## config.mk

```make
export PLATFORM = sky130hd
export DESIGN_NAME = hs_responder
export DESIGN_NICKNAME = d
export VERILOG_FILES = /design/src/rtl/hs_pkg.sv /design/src/rtl/hs_resp_fifo.sv /design/src/rtl/hs_responder.sv
export SDC_FILE = /design/constraint.sdc
export NUM_CORES = 1
export LEC_CHECK = 0
export CAP_MARGIN = 20
export CORE_MARGIN = 3
export CORE_UTILIZATION = 55
export CTS_CLUSTER_SIZE = 28
export DETAILED_ROUTE_END_ITERATION = 16
export PLACE_DENSITY = 0.76
export SETUP_SLACK_MARGIN = 0.1
export SYNTH_ARGS = -nofsm -noshare
export SYNTH_HDL_FRONTEND = slang
export SYNTH_SLANG_ARGS = --single-unit
```

## constraint.sdc

```tcl
create_clock -name clk -period 2.4 [get_ports clk]
set_input_delay 0.36 -clock clk [delete_from_list [all_inputs] [get_ports clk]]
set_output_delay 0.36 -clock clk [all_outputs]
set_load 0.1 [all_outputs]
```

## src/rtl/hs_pkg.sv

```systemverilog
// Shared definitions for the four-phase req/ack handshake responder.
package hs_pkg;

  // Responder handshake states.
  typedef enum logic [1:0] {
    IDLE = 2'd0,
    WAIT = 2'd1,
    ACK  = 2'd2
  } hs_state_e;

endpackage : hs_pkg

```

## src/rtl/hs_resp_fifo.sv

```systemverilog
// Synchronous show-ahead FIFO buffering acknowledged payloads.
// A push while full is taken only together with a pop on the same edge.
module hs_resp_fifo
  import hs_pkg::*;
#(
  parameter int DATA_W = 8,
  parameter int DEPTH  = 4,
  localparam int PTR_W = $clog2(DEPTH),
  localparam int CNT_W = $clog2(DEPTH + 1)
) (
  input  logic              clk,
  input  logic              rst,
  input  logic              push,
  input  logic              pop,
  input  logic [DATA_W-1:0] push_data,
  output logic [DATA_W-1:0] head_data,
  output logic              full,
  output logic              empty,
  output logic [CNT_W-1:0]  count
);

  logic [DATA_W-1:0] mem_r [DEPTH];
  logic [PTR_W-1:0]  wr_ptr_r;
  logic [PTR_W-1:0]  rd_ptr_r;
  logic [CNT_W-1:0]  count_r;
  logic              wr_en_s;
  logic              rd_en_s;

  assign full      = (count_r == CNT_W'(DEPTH));
  assign empty     = (count_r == CNT_W'(0));
  assign count     = count_r;
  assign head_data = mem_r[rd_ptr_r];

  // Qualify requests: never overwrite unread data, never pop an empty FIFO.
  always_comb begin
    wr_en_s = push && (!full || pop);
    rd_en_s = pop && !empty;
  end

  // Storage array; contents need no reset because count gates visibility.
  always_ff @(posedge clk) begin
    if (wr_en_s) begin
      mem_r[wr_ptr_r] <= push_data;
    end
  end

  // Pointers (wrap naturally) and occupancy.
  always_ff @(posedge clk) begin
    if (rst) begin
      wr_ptr_r <= PTR_W'(0);
      rd_ptr_r <= PTR_W'(0);
      count_r  <= CNT_W'(0);
    end else begin
      if (wr_en_s) begin
        wr_ptr_r <= wr_ptr_r + PTR_W'(1);
      end
      if (rd_en_s) begin
        rd_ptr_r <= rd_ptr_r + PTR_W'(1);
      end
      case ({wr_en_s, rd_en_s})
        2'b10:   count_r <= count_r + CNT_W'(1);
        2'b01:   count_r <= count_r - CNT_W'(1);
        default: count_r <= count_r;
      endcase
    end
  end

endmodule : hs_resp_fifo

```

## src/rtl/hs_responder.sv

```systemverilog
// Responder end of the four-phase req/ack handshake: registers a request,
// waits RESP_LAT cycles, buffers the payload and acknowledges; buffered
// payloads drain over a valid/ready port.
module hs_responder
  import hs_pkg::*;
#(
  parameter int DATA_W   = 8,
  parameter int DEPTH    = 4,
  parameter int RESP_LAT = 2
) (
  input  logic              clk,
  input  logic              rst,
  input  logic              req,
  input  logic [DATA_W-1:0] req_data,
  output logic              ack,
  output logic              rsp_valid,
  output logic [DATA_W-1:0] rsp_data,
  input  logic              rsp_ready,
  output logic              proto_err
);

  localparam int CNT_W  = $clog2(DEPTH + 1);
  localparam int WCNT_W = (RESP_LAT > 1) ? $clog2(RESP_LAT) : 1;

  hs_state_e         state_r;
  hs_state_e         state_next_s;
  logic [WCNT_W-1:0] wait_cnt_r;
  logic [WCNT_W-1:0] wait_cnt_next_s;
  logic [DATA_W-1:0] hold_r;
  logic [DATA_W-1:0] hold_next_s;
  logic              ack_r;
  logic              ack_next_s;
  logic              proto_err_r;
  logic              proto_err_next_s;
  logic              push_s;
  logic              pop_s;
  logic              push_ok_s;
  logic              fifo_full_s;
  logic              fifo_empty_s;
  logic [CNT_W-1:0]  fifo_count_s;
  logic [DATA_W-1:0] fifo_head_s;

  assign pop_s     = !fifo_empty_s && rsp_ready;
  // The occupancy compare backs up the full flag; a same-edge pop frees a slot.
  assign push_ok_s = (!fifo_full_s && (fifo_count_s < CNT_W'(DEPTH))) || pop_s;

  assign ack       = ack_r;
  assign proto_err = proto_err_r;
  assign rsp_valid = !fifo_empty_s;
  assign rsp_data  = fifo_head_s;

  hs_resp_fifo #(
    .DATA_W (DATA_W),
    .DEPTH  (DEPTH)
  ) u_fifo (
    .clk       (clk),
    .rst       (rst),
    .push      (push_s),
    .pop       (pop_s),
    .push_data (hold_r),
    .head_data (fifo_head_s),
    .full      (fifo_full_s),
    .empty     (fifo_empty_s),
    .count     (fifo_count_s)
  );

  // Handshake next-state, wait counter, hold register and push decision.
  always_comb begin
    state_next_s     = state_r;
    wait_cnt_next_s  = wait_cnt_r;
    hold_next_s      = hold_r;
    ack_next_s       = ack_r;
    proto_err_next_s = 1'b0;
    push_s           = 1'b0;
    case (state_r)
      IDLE: begin
        ack_next_s = 1'b0;
        if (req) begin
          hold_next_s     = req_data;
          wait_cnt_next_s = WCNT_W'(RESP_LAT - 1);
          state_next_s    = WAIT;
        end else begin
          state_next_s    = IDLE;
        end
      end
      WAIT: begin
        if (!req) begin
          proto_err_next_s = 1'b1;
          hold_next_s      = DATA_W'(0);
          wait_cnt_next_s  = WCNT_W'(0);
          state_next_s     = IDLE;
        end else if (wait_cnt_r != WCNT_W'(0)) begin
          wait_cnt_next_s  = wait_cnt_r - WCNT_W'(1);
        end else if (push_ok_s) begin
          push_s           = 1'b1;
          ack_next_s       = 1'b1;
          state_next_s     = ACK;
        end else begin
          state_next_s     = WAIT;
        end
      end
      ACK: begin
        if (!req) begin
          ack_next_s   = 1'b0;
          state_next_s = IDLE;
        end else begin
          ack_next_s   = 1'b1;
        end
      end
      default: begin
        ack_next_s   = 1'b0;
        state_next_s = IDLE;
      end
    endcase
  end

  // Handshake state registers with synchronous reset.
  always_ff @(posedge clk) begin
    if (rst) begin
      state_r     <= IDLE;
      wait_cnt_r  <= WCNT_W'(0);
      hold_r      <= DATA_W'(0);
      ack_r       <= 1'b0;
      proto_err_r <= 1'b0;
    end else begin
      state_r     <= state_next_s;
      wait_cnt_r  <= wait_cnt_next_s;
      hold_r      <= hold_next_s;
      ack_r       <= ack_next_s;
      proto_err_r <= proto_err_next_s;
    end
  end

endmodule : hs_responder

```

==> After elaboration in Yosys (flattened, before gate mapping) <==
Memories as Yosys holds them, arrays and structs flattened. A register that Yosys moved wholly into a read port is not among the register bits.
Index checks and enable logic that the tools add are counted.
{ "word_totals": {"ff_bits": 20, "mem_bits_rw": 32, "output_inout_bits": 11, "word_cells": 73, "memories": 1} }
{ "memory_table": {"columns": ["memory", "depth", "word_bits", "rd", "rd_clocked_by_memory_dff", "write_ports", "line_no", "source"], "rows": [
  ["u_fifo.mem_r", 4, 8, 1, 1, 1, "hs_resp_fifo.sv:22", "logic [DATA_W-1:0] mem_r [DEPTH];"]
]} }
{ "op_classes": {"n_addsub": 5, "magnitude_cmp": 1, "eq_ne": 12, "n_mux": 28, "bitwise_logic": 1, "n_reduce_logical": 17} }
{ "op_table": {"columns": ["cell", "n"], "rows": [
  ["$mux 8", 2],
  ["$pmux 8 s2", 1],
  ["$mux 1", 15],
  ["$mux 2", 6],
  ["$ne 2x2->1 const B", 6],
  ["$pmux 2 s3", 1],
  ["$pmux 3 s2", 1],
  ["$reduce_and 3->1", 2],
  ["$add 2x1->2 const B", 2],
  ["$eq 2x1->1 const B", 2],
  ["$eq 2x2->1 const B", 2],
  ["$logic_and 1x1->1", 4],
  ["$pmux 1 s2", 2],
  ["$reduce_and 2->1", 2],
  ["$reduce_bool 2->1", 2],
  ["$add 3x1->3 const B", 1],
  ["$eq 3x3->1 const B", 1],
  ["$logic_not 3->1", 1],
  ["$lt 3x3->1 const B", 1],
  ["$ne 3x3->1 const B", 1],
  ["$sub 3x1->3 const B", 1],
  ["$logic_not 1->1", 2],
  ["$logic_not 2->1", 1],
  ["$logic_or 1x1->1", 2],
  ["other kinds (3)", 3]
]} }

==> Logic depth before layout (Yosys ltp) <==
Gate-level depths: netlist (run 1).
{ "depth": {"word_depth": 11, "ltp_mapped": 11} }

==> By module <==
From an unflattened synthesis (run 1), not the netlist that was laid out.
{ "unflattened": {"cells_unflattened": 176, "hier_area_um2": 2361.0} }
{ "modules_own_cells": {"columns": ["mod", "n_inst", "cells_per_inst", "area_each_um2", "seq_area_each_um2"], "rows": [
  ["hs_resp_fifo", 1, 96, 1645.3, 1141.1],
  ["hs_responder", 1, 80, 715.7, 260.2]
]} }

==> Least setup slack after synthesis (run 1) <==
OpenSTA, ideal clock, no wires.
{ "synth_path": {"path_kind": "flip-flop to flip-flop", "from": "register state_r[1]", "to": "register u_fifo.count_r[2], in the netlist u_fifo.count[2]", "setup_time_ns": 0.071, "t_arrival_ns": 2.015, "setup_slack_ns": 0.314, "path_stages_with_launch": 12, "path_buffers": 0, "synth_period_minus_slack_ns": 2.086, "path_cell_list": "dfxtp_1 > inv_1 > ha_1 > inv_2 > nor4b_4 > inv_1 > ha_1 > inv_1 > fa_1 > xor2_1 > or3_1 > a21oi_1"} }
{ "synth_via": {"elab_chain_len": 5, "elab_cells_between_ends": 7} }
{ "synth_rtl": {"columns": ["element", "line_no", "source"], "rows": [
  ["start, declared", "hs_responder.sv:25", "hs_state_e state_r;"],
  ["start signal, assigned", "hs_responder.sv:126", "state_r <= state_next_s;"],
  ["$eq 2x1->1 (*)", "hs_responder.sv:75", "case (state_r)"],
  ["$mux 1 (*)", "hs_responder.sv:75", null],
  ["$logic_and 1x1->1 (*)", "hs_resp_fifo.sv:36", "wr_en_s = push && (!full || pop);"],
  ["$eq 2x1->1 or $eq 2x2->1 (tied branches)", "hs_resp_fifo.sv:60", "case ({wr_en_s, rd_en_s})"],
  ["$pmux 3 s2 or $reduce_bool 2->1 (tied branches)", null, null],
  ["end signal, assigned", "hs_resp_fifo.sv:61", "2'b10: count_r <= count_r + CNT_W'(1);"],
  ["end signal, assigned", "hs_resp_fifo.sv:62", "2'b01: count_r <= count_r - CNT_W'(1);"],
  ["end signal, assigned", "hs_resp_fifo.sv:63", "default: count_r <= count_r;"],
  ["end, declared", "hs_resp_fifo.sv:25", "logic [CNT_W-1:0] count_r;"]
]} }
Every way passes the cells marked *; elsewhere a longest branch is shown, timed or not.
A chain may end at the register's enable or synchronous reset.

==> Final worst setup path (run 1) <==
{ "layout_path": {"from": "input rsp_ready", "to": "register u_fifo.count_r[2], in the netlist u_fifo.count[2]"} }
{ "layout_via": {"elab_chain_len": 9, "elab_cells_between_ends": 13} }
{ "layout_rtl": {"columns": ["element", "line_no", "source"], "rows": [
  ["start, declared", "hs_responder.sv:18", "input logic rsp_ready,"],
  ["$logic_and 1x1->1 (*)", "hs_responder.sv:43", "assign pop_s = !fifo_empty_s && rsp_ready;"],
  ["$logic_or 1x1->1", "hs_responder.sv:45", "assign push_ok_s = (!fifo_full_s && (fifo_count_s < CNT_W'(DEPTH))) || pop_s;"],
  ["$mux 1", "hs_responder.sv:94", "end else if (push_ok_s) begin"],
  ["$mux 1", "hs_responder.sv:92", "end else if (wait_cnt_r != WCNT_W'(0)) begin"],
  ["$mux 1", "hs_responder.sv:87", "if (!req) begin"],
  ["$mux 1", "hs_responder.sv:75", null],
  ["$logic_and 1x1->1", "hs_resp_fifo.sv:36", null],
  ["$eq 2x1->1 or $eq 2x2->1 (tied branches)", "hs_resp_fifo.sv:60", null],
  ["$pmux 3 s2 or $reduce_bool 2->1 (tied branches)", null, null]
]} }
Marked as above.

==> flow_summary.ini, run 1 <==
[drt]
dr.pass1.iters = 4
wl_um = 4040
drt_iter0_markers = 92
vias_per_cell = 5.67
vias = 1423
ant_nets = 0
drc = 0
wire_per_inst_um = 16.1

[sta]
worst_pin_slew_ps = 546
relSlewSlack = 0.635
slew_violations = 0
setup_viol = 0
setup_slack_ps = 233
max_clock_freq_ghz = 0.461
rsz0062_at_grt = false
fin_crit_sh = 0.903
fin_worst_skew_ps = 9.66
setup_tns_ps = 0
min_period_ps = 2170
hold_viol = 0

[critical_path]
critPathKind = input pin to register
path_buf_inv = 3
r2r_setup_slack_ps = 310
required_ps = 2640
r2r_start = state_r[1]$_SDFFE_PP0P_
cp_slowest_cell = clkdlybuf4s50_1
critical_path.top_delay_family = simple AND/OR/NAND/NOR gates
critPathMaxStageDelay_ps = 450
crit_top_cell = inv_1
start_kind = input pin
critical_path_arrival_ps = 2410
crit_fanout = 3
r2r-end = u_fifo.count[2]$_SDFFE_PP0P_
cp-end-kind = register
path_cells = clkdlybuf4s50_1 -> and2b_4 -> nor4b_4 -> inv_1 -> ha_1 -> inv_1 -> fa_1 -> xor2_1 -> or3_1 -> a21oi_1
worstRegToRegCells = 11

[place]
placed_cell_area_sq_um = 2670
hpwl_um = 2940
gp_congestion = 0.805
port_buffers = 22
place_ws_ps = -90.7

[synth]
syn-cell-area_sq_um = 2270
yosysUniqueCellTypes = 35
synth-edff-count = 32
syn_nets = 192
yosys_most_used_dff = edfxtp_1
syn_area_per_cell_sq_um = 13.3
async_flop_share = 0
synthCells = 171
yosysSeqAreaShare = 0.616
yosysWarnings = 0
synth-seq-cells = 54

[floorplanning]
die_w_um = 70.3
ios = 23
coreArea_sq_um = 3830
die_height_um = 70.3
initial_core_util = 0.595
design.die.area_sq_um = 4940
rows = 22

[clocking]
post_cts_resized = 0
clk_latency_ps = 310
cts.sinks = 54
clock_path_buffers = 2
root_buffer = clkbuf_8
cts_tree = done
ctsHoldBuffers = 0
clk_pin_slew_ps = 90
cts-htree-levels = 2
cts_buffers = 5
cts_setup_buffers = 0

[grt]
grt_max_degree = 18
grt_pass1_vias = 1465
overflow = 0
grt_pass1_wl_um = 7040
track_usage = 0.185
antenna_found_initial = 0

[power]
leakagePower_nw = 0.974
vdd_ir_drop_max_mv = 0.451
powerDensity_nw_per_um2 = 767

[final_layout]
areaGrowthSynthToFinish_pct = 21.5
fin_area_sq_um = 2760
fillCellCount = 261
drive_above_1_share = 0.207
nNetsFinal = 223
final_cell_mix = edfxtp_1 (32), a21oi_1 (22), dfxtp_1 (22), buf_4 (14), clkdlybuf4s50_1 (11)
n_antenna_cell = 0
final_common_cell = edfxtp_1

[run_status]
outcome = finished, final reports clean

[worst_hold_path]
min_delay_path_depth = 2
hold_start = state_r[1]$_SDFFE_PP0P_
hp-class = register to register
hold_end = state_r[1]$_SDFFE_PP0P_

[flow_run]
maxCapViolCount = 0
==> cell families after synthesis <==
family                     synth area share
adders and majority gates            0.0528
AOI/OAI and AO/OA                    0.0704
buffers and inverters                0.0308
and+or+nand+nor                       0.124
DFF                                   0.616
muxes                                0.0902
xor gates and xnor gates             0.0154
==> state kept, by name (all words and copies together) (netlist names), named ones only <==
name,flops
wait_cnt_r,1
u_fifo.mem_r,32
u_fifo.wr_ptr_r,2
ack,1
u_fifo.rd_ptr_r,2
proto_err,1
state_r,2
hold_r,8
u_fifo.count,3
==> through the flow <==
stage / std cells / hold slack (ps) / utilization / total power, W
after floorplan: 171 / 461 / - / 0.00147
after global placement: 243 / 472 / 0.699 / 0.00163
after detailed placement: 243 / 485 / 0.699 / 0.00165
after CTS: 251 / 498 / 0.722 / 0.00214
after global routing: 251 / 527 / 0.722 / 0.00222
final: 251 / 494 / 0.722 / 0.00212
==> area by class of cell <==
class | instances | area, sq um | area share
flip-flops and latches | 54 | 1400 | 0.507
multi-input cells | 99 | 803 | 0.291
repair buffers | 33 | 375 | 0.136
clock buffers | 5 | 68.8 | 0.0249
well taps | 48 | 60.1 | 0.0217
inverters | 9 | 33.8 | 0.0122
clock inverters | 3 | 21.3 | 0.00770
==> worst max-delay path by stage <==
| stage | slack [ps] | startpoint | cells past startpoint | endpoint |
|---|---|---|---|---|
| 6_report | 230 | rsp_ready | 10 | u_fifo.count[2]$_SDFFE_PP0P_ |
| 5_1_grt | 120 | register | 2 | rsp_data[7] |
| 4_1_cts | 170 | register | 2 | rsp_data[5] |
| 3_5_place_dp | -90 | rsp_ready | 10 | u_fifo.count[2]$_SDFFE_PP0P_ |
| 3_3_place_gp | 9 | rsp_ready | 10 | u_fifo.count[2]$_SDFFE_PP0P_ |
| 2_1_floorplan | 310 | state_r[1]$_SDFFE_PP0P_ | 11 | u_fifo.count[2]$_SDFFE_PP0P_ |
==> cell usage after synthesis, types with 3 or more instances <==
library cell  count  share of area
nand2b_1          5          0.014
and2_1            4          0.011
mux4_2            8          0.079
nand3b_1          3         0.0099
a21oi_1          22          0.048
clkbuf_1          6         0.0099
nor3_1            9          0.020
nor4_1            8          0.022
nor2_1            9          0.015
dfxtp_1          22           0.19
edfxtp_1         32           0.42
inv_1             8          0.013
xor2_1            3          0.012
ha_1              8          0.044
==> worst reg2reg max path, cell delays in order, from the launching register on <==
cell and delay, ps:
dfxtp_1 360, inv_1 70, ha_1 200, inv_2 80, nor4b_4 50, inv_1 70, ha_1 160, inv_1 60
fa_1 370, xor2_1 160, or3_1 310, a21oi_1 150
==> routing by layer <==
layer / track usage / share of wire / vias to the layer above
met5: 0 / 0 / -
met4: 0.0766 / 0.017 / 0
met3: 0.0504 / 0.045 / 9
met2: 0.310 / 0.53 / 38
met1: 0.223 / 0.41 / 681
li1: - / - / 695
==> where the power goes <==
group / total, W / internal (W) / leakage [nW] / switching [W]
clock network: 0.000494 / 0.000205 / 0.0441 / 0.000288
logic: 0.000542 / 0.000214 / 0.455 / 0.000328
registers: 0.00108 / 0.00103 / 0.475 / 0.0000556
No activity file was read; power rests on OpenSTA's default activity.
==> run 2: changes to the inputs <==
Settings changed: CORE_UTILIZATION 55 to 50, PLACE_DENSITY 0.76 to 0.7.
==> flow_summary.ini, run 2 (synthesized netlist as in run 1, its figures left out) <==
[clocking]
clk_pin_slew_ps = 90
cts-htree-levels = 2
cts_buffers = 5
ctsHoldBuffers = 0
clock_path_buffers = 2
root_buffer = clkbuf_8
cts.sinks = 54
cts_tree = done
clk_latency_ps = 300

[drt]
wl_um = 4300
drc = 0
vias = 1427
dr.pass1.iters = 4
wire_per_inst_um = 17.0
ant_nets = 0
drt_iter0_markers = 111
vias_per_cell = 5.64

[worst_hold_path]
hp-class = register to register

[floorplanning]
initial_core_util = 0.541
coreArea_sq_um = 4200
die_w_um = 73.5
die_height_um = 73.5
rows = 23
design.die.area_sq_um = 5390
ios = 23

[place]
place_ws_ps = -121
port_buffers = 22
placed_cell_area_sq_um = 2680
hpwl_um = 3040
gp_congestion = 0.827

[sta]
rsz0062_at_grt = false
fin_worst_skew_ps = 6.51
fin_crit_sh = 0.904
min_period_ps = 2170
hold_ws_ps = 512
setup_slack_ps = 229
setup_viol = 0
slew_violations = 0
max_clock_freq_ghz = 0.461
relSlewSlack = 0.471
worst_pin_slew_ps = 791
hold_viol = 0

[critical_path]
critPathMaxStageDelay_ps = 370
worstRegToRegCells = 11
path_cells = inv_1 -> ha_1 -> inv_2 -> nor4b_4 -> inv_1 -> ha_2 -> inv_1 -> fa_1 -> xor2_1 -> or3_1 -> a21oi_2
crit_fanout = 3
critical_path.startpoint = state_r[1]$_SDFFE_PP0P_
cp_num_cells = 11
r2r_setup_slack_ps = 230
cp-end-kind = register
crit_top_cell = inv_1
r2r-end = u_fifo.count[2]$_SDFFE_PP0P_
start_kind = register
crit_end = u_fifo.count[2]$_SDFFE_PP0P_
critical_path.top_delay_family = adder cells
critPathKind = register to register
path_buf_inv = 4
critical_path_arrival_ps = 2390
required_ps = 2620
r2r_start = state_r[1]$_SDFFE_PP0P_
cp_slowest_cell = fa_1

[grt]
antenna_found_initial = 0
grt_pass1_wl_um = 7170
overflow = 0
grt_pass1_vias = 1459
track_usage = 0.179
grt_max_degree = 24

[final_layout]
largest_reg_flops = 32
n_antenna_cell = 0
regMostFlops = u_fifo.mem_r
drive_above_1_share = 0.222
final_cell_mix = edfxtp_1 (32), a21oi_1 (21), dfxtp_1 (21), buf_4 (14), clkdlybuf4s50_1 (10)
areaGrowthSynthToFinish_pct = 22.9
nNetsFinal = 223
final_common_cell = edfxtp_1
fin_area_sq_um = 2800
post-route-util = 0.665

[power]
leakagePower_nw = 0.993
vdd_ir_drop_max_mv = 0.453
power_frac_comb = 0.253
p_sw_w = 0.000671
swShare = 0.302
fin_total_pwr_w = 0.00222
seqPwrFrac = 0.482
p_int_w = 0.00155
powerDensity_nw_per_um2 = 795
p_clk_frac = 0.265

[run_status]
outcome = finished, final reports clean

[flow_run]
maxCapViolCount = 0
run 2: worst min-delay path by stage:
stage / startpoint / endpoint / slack, ps / depth (start not counted)
finish: state_r[1]$_SDFFE_PP0P_ / state_r[1]$_SDFFE_PP0P_ / 510 / 2
floorplan: state_r[1]$_SDFFE_PP0P_ / state_r[1]$_SDFFE_PP0P_ / 460 / 2
global placement: state_r[1]$_SDFFE_PP0P_ / state_r[1]$_SDFFE_PP0P_ / 480 / 2
global route: rsp_ready / u_fifo.rd_ptr_r[1]$_SDFFE_PP0P_ / 540 / 4
CTS: state_r[1]$_SDFFE_PP0P_ / state_r[1]$_SDFFE_PP0P_ / 520 / 2
detailed placement: state_r[1]$_SDFFE_PP0P_ / state_r[1]$_SDFFE_PP0P_ / 510 / 2
run 2: final cells by class:
class                           count  area [sq um]
Fill cell                         314          1410
Sequential cell                    54          1400
Multi-Input combinational cell     99           810
Timing Repair Buffer               33           378
Clock buffer                        5          68.8
Tap cell                           50          62.6
Clock inverter                      3          40.0
Inverter                            9          33.8
run 2: timing repair:
action / 4_1_cts / 5_1_grt
buffers inserted: 0 / 0
resized for setup: 0 / 4
setup endpoints to repair: 0 / 1
run 2: through the flow:
| step | cells | setup TNS, ps |
|---|---|---|
| finish | 253 | 0 |
| global placement | 245 | -7.29 |
| CTS | 253 | 0 |
| floorplan | 171 | 0 |
| global route | 253 | 0 |
| detailed placement | 245 | -121 |
run 2: metal layers:
metal	global-route usage	wire, um	part of all wire
met2	0.306	2200	0.51
met4	0.0664	40	0.0093
met1	0.224	1900	0.44
met5	0	0	0
met3	0.0342	159	0.037
run 2: worst min-delay path, delay by kind of cell, from the launching register on:
kind               cells  cell delay, ps
and+or+nand+nor        1              70
DFF                    1             340
AOI/OAI and AO/OA      1              60
run 2: power groups by stage:
| stage | combinational (W) | clock [W] | sequential, W |
|---|---|---|---|
| floorplan | 0.000386 | 0 | 0.00108 |
| global placement | 0.000554 | 0 | 0.00109 |
| detailed placement | 0.000563 | 0 | 0.00109 |
| CTS | 0.000565 | 0.000602 | 0.00107 |
| global route | 0.000599 | 0.000632 | 0.00108 |
| finish | 0.000562 | 0.000588 | 0.00107 |
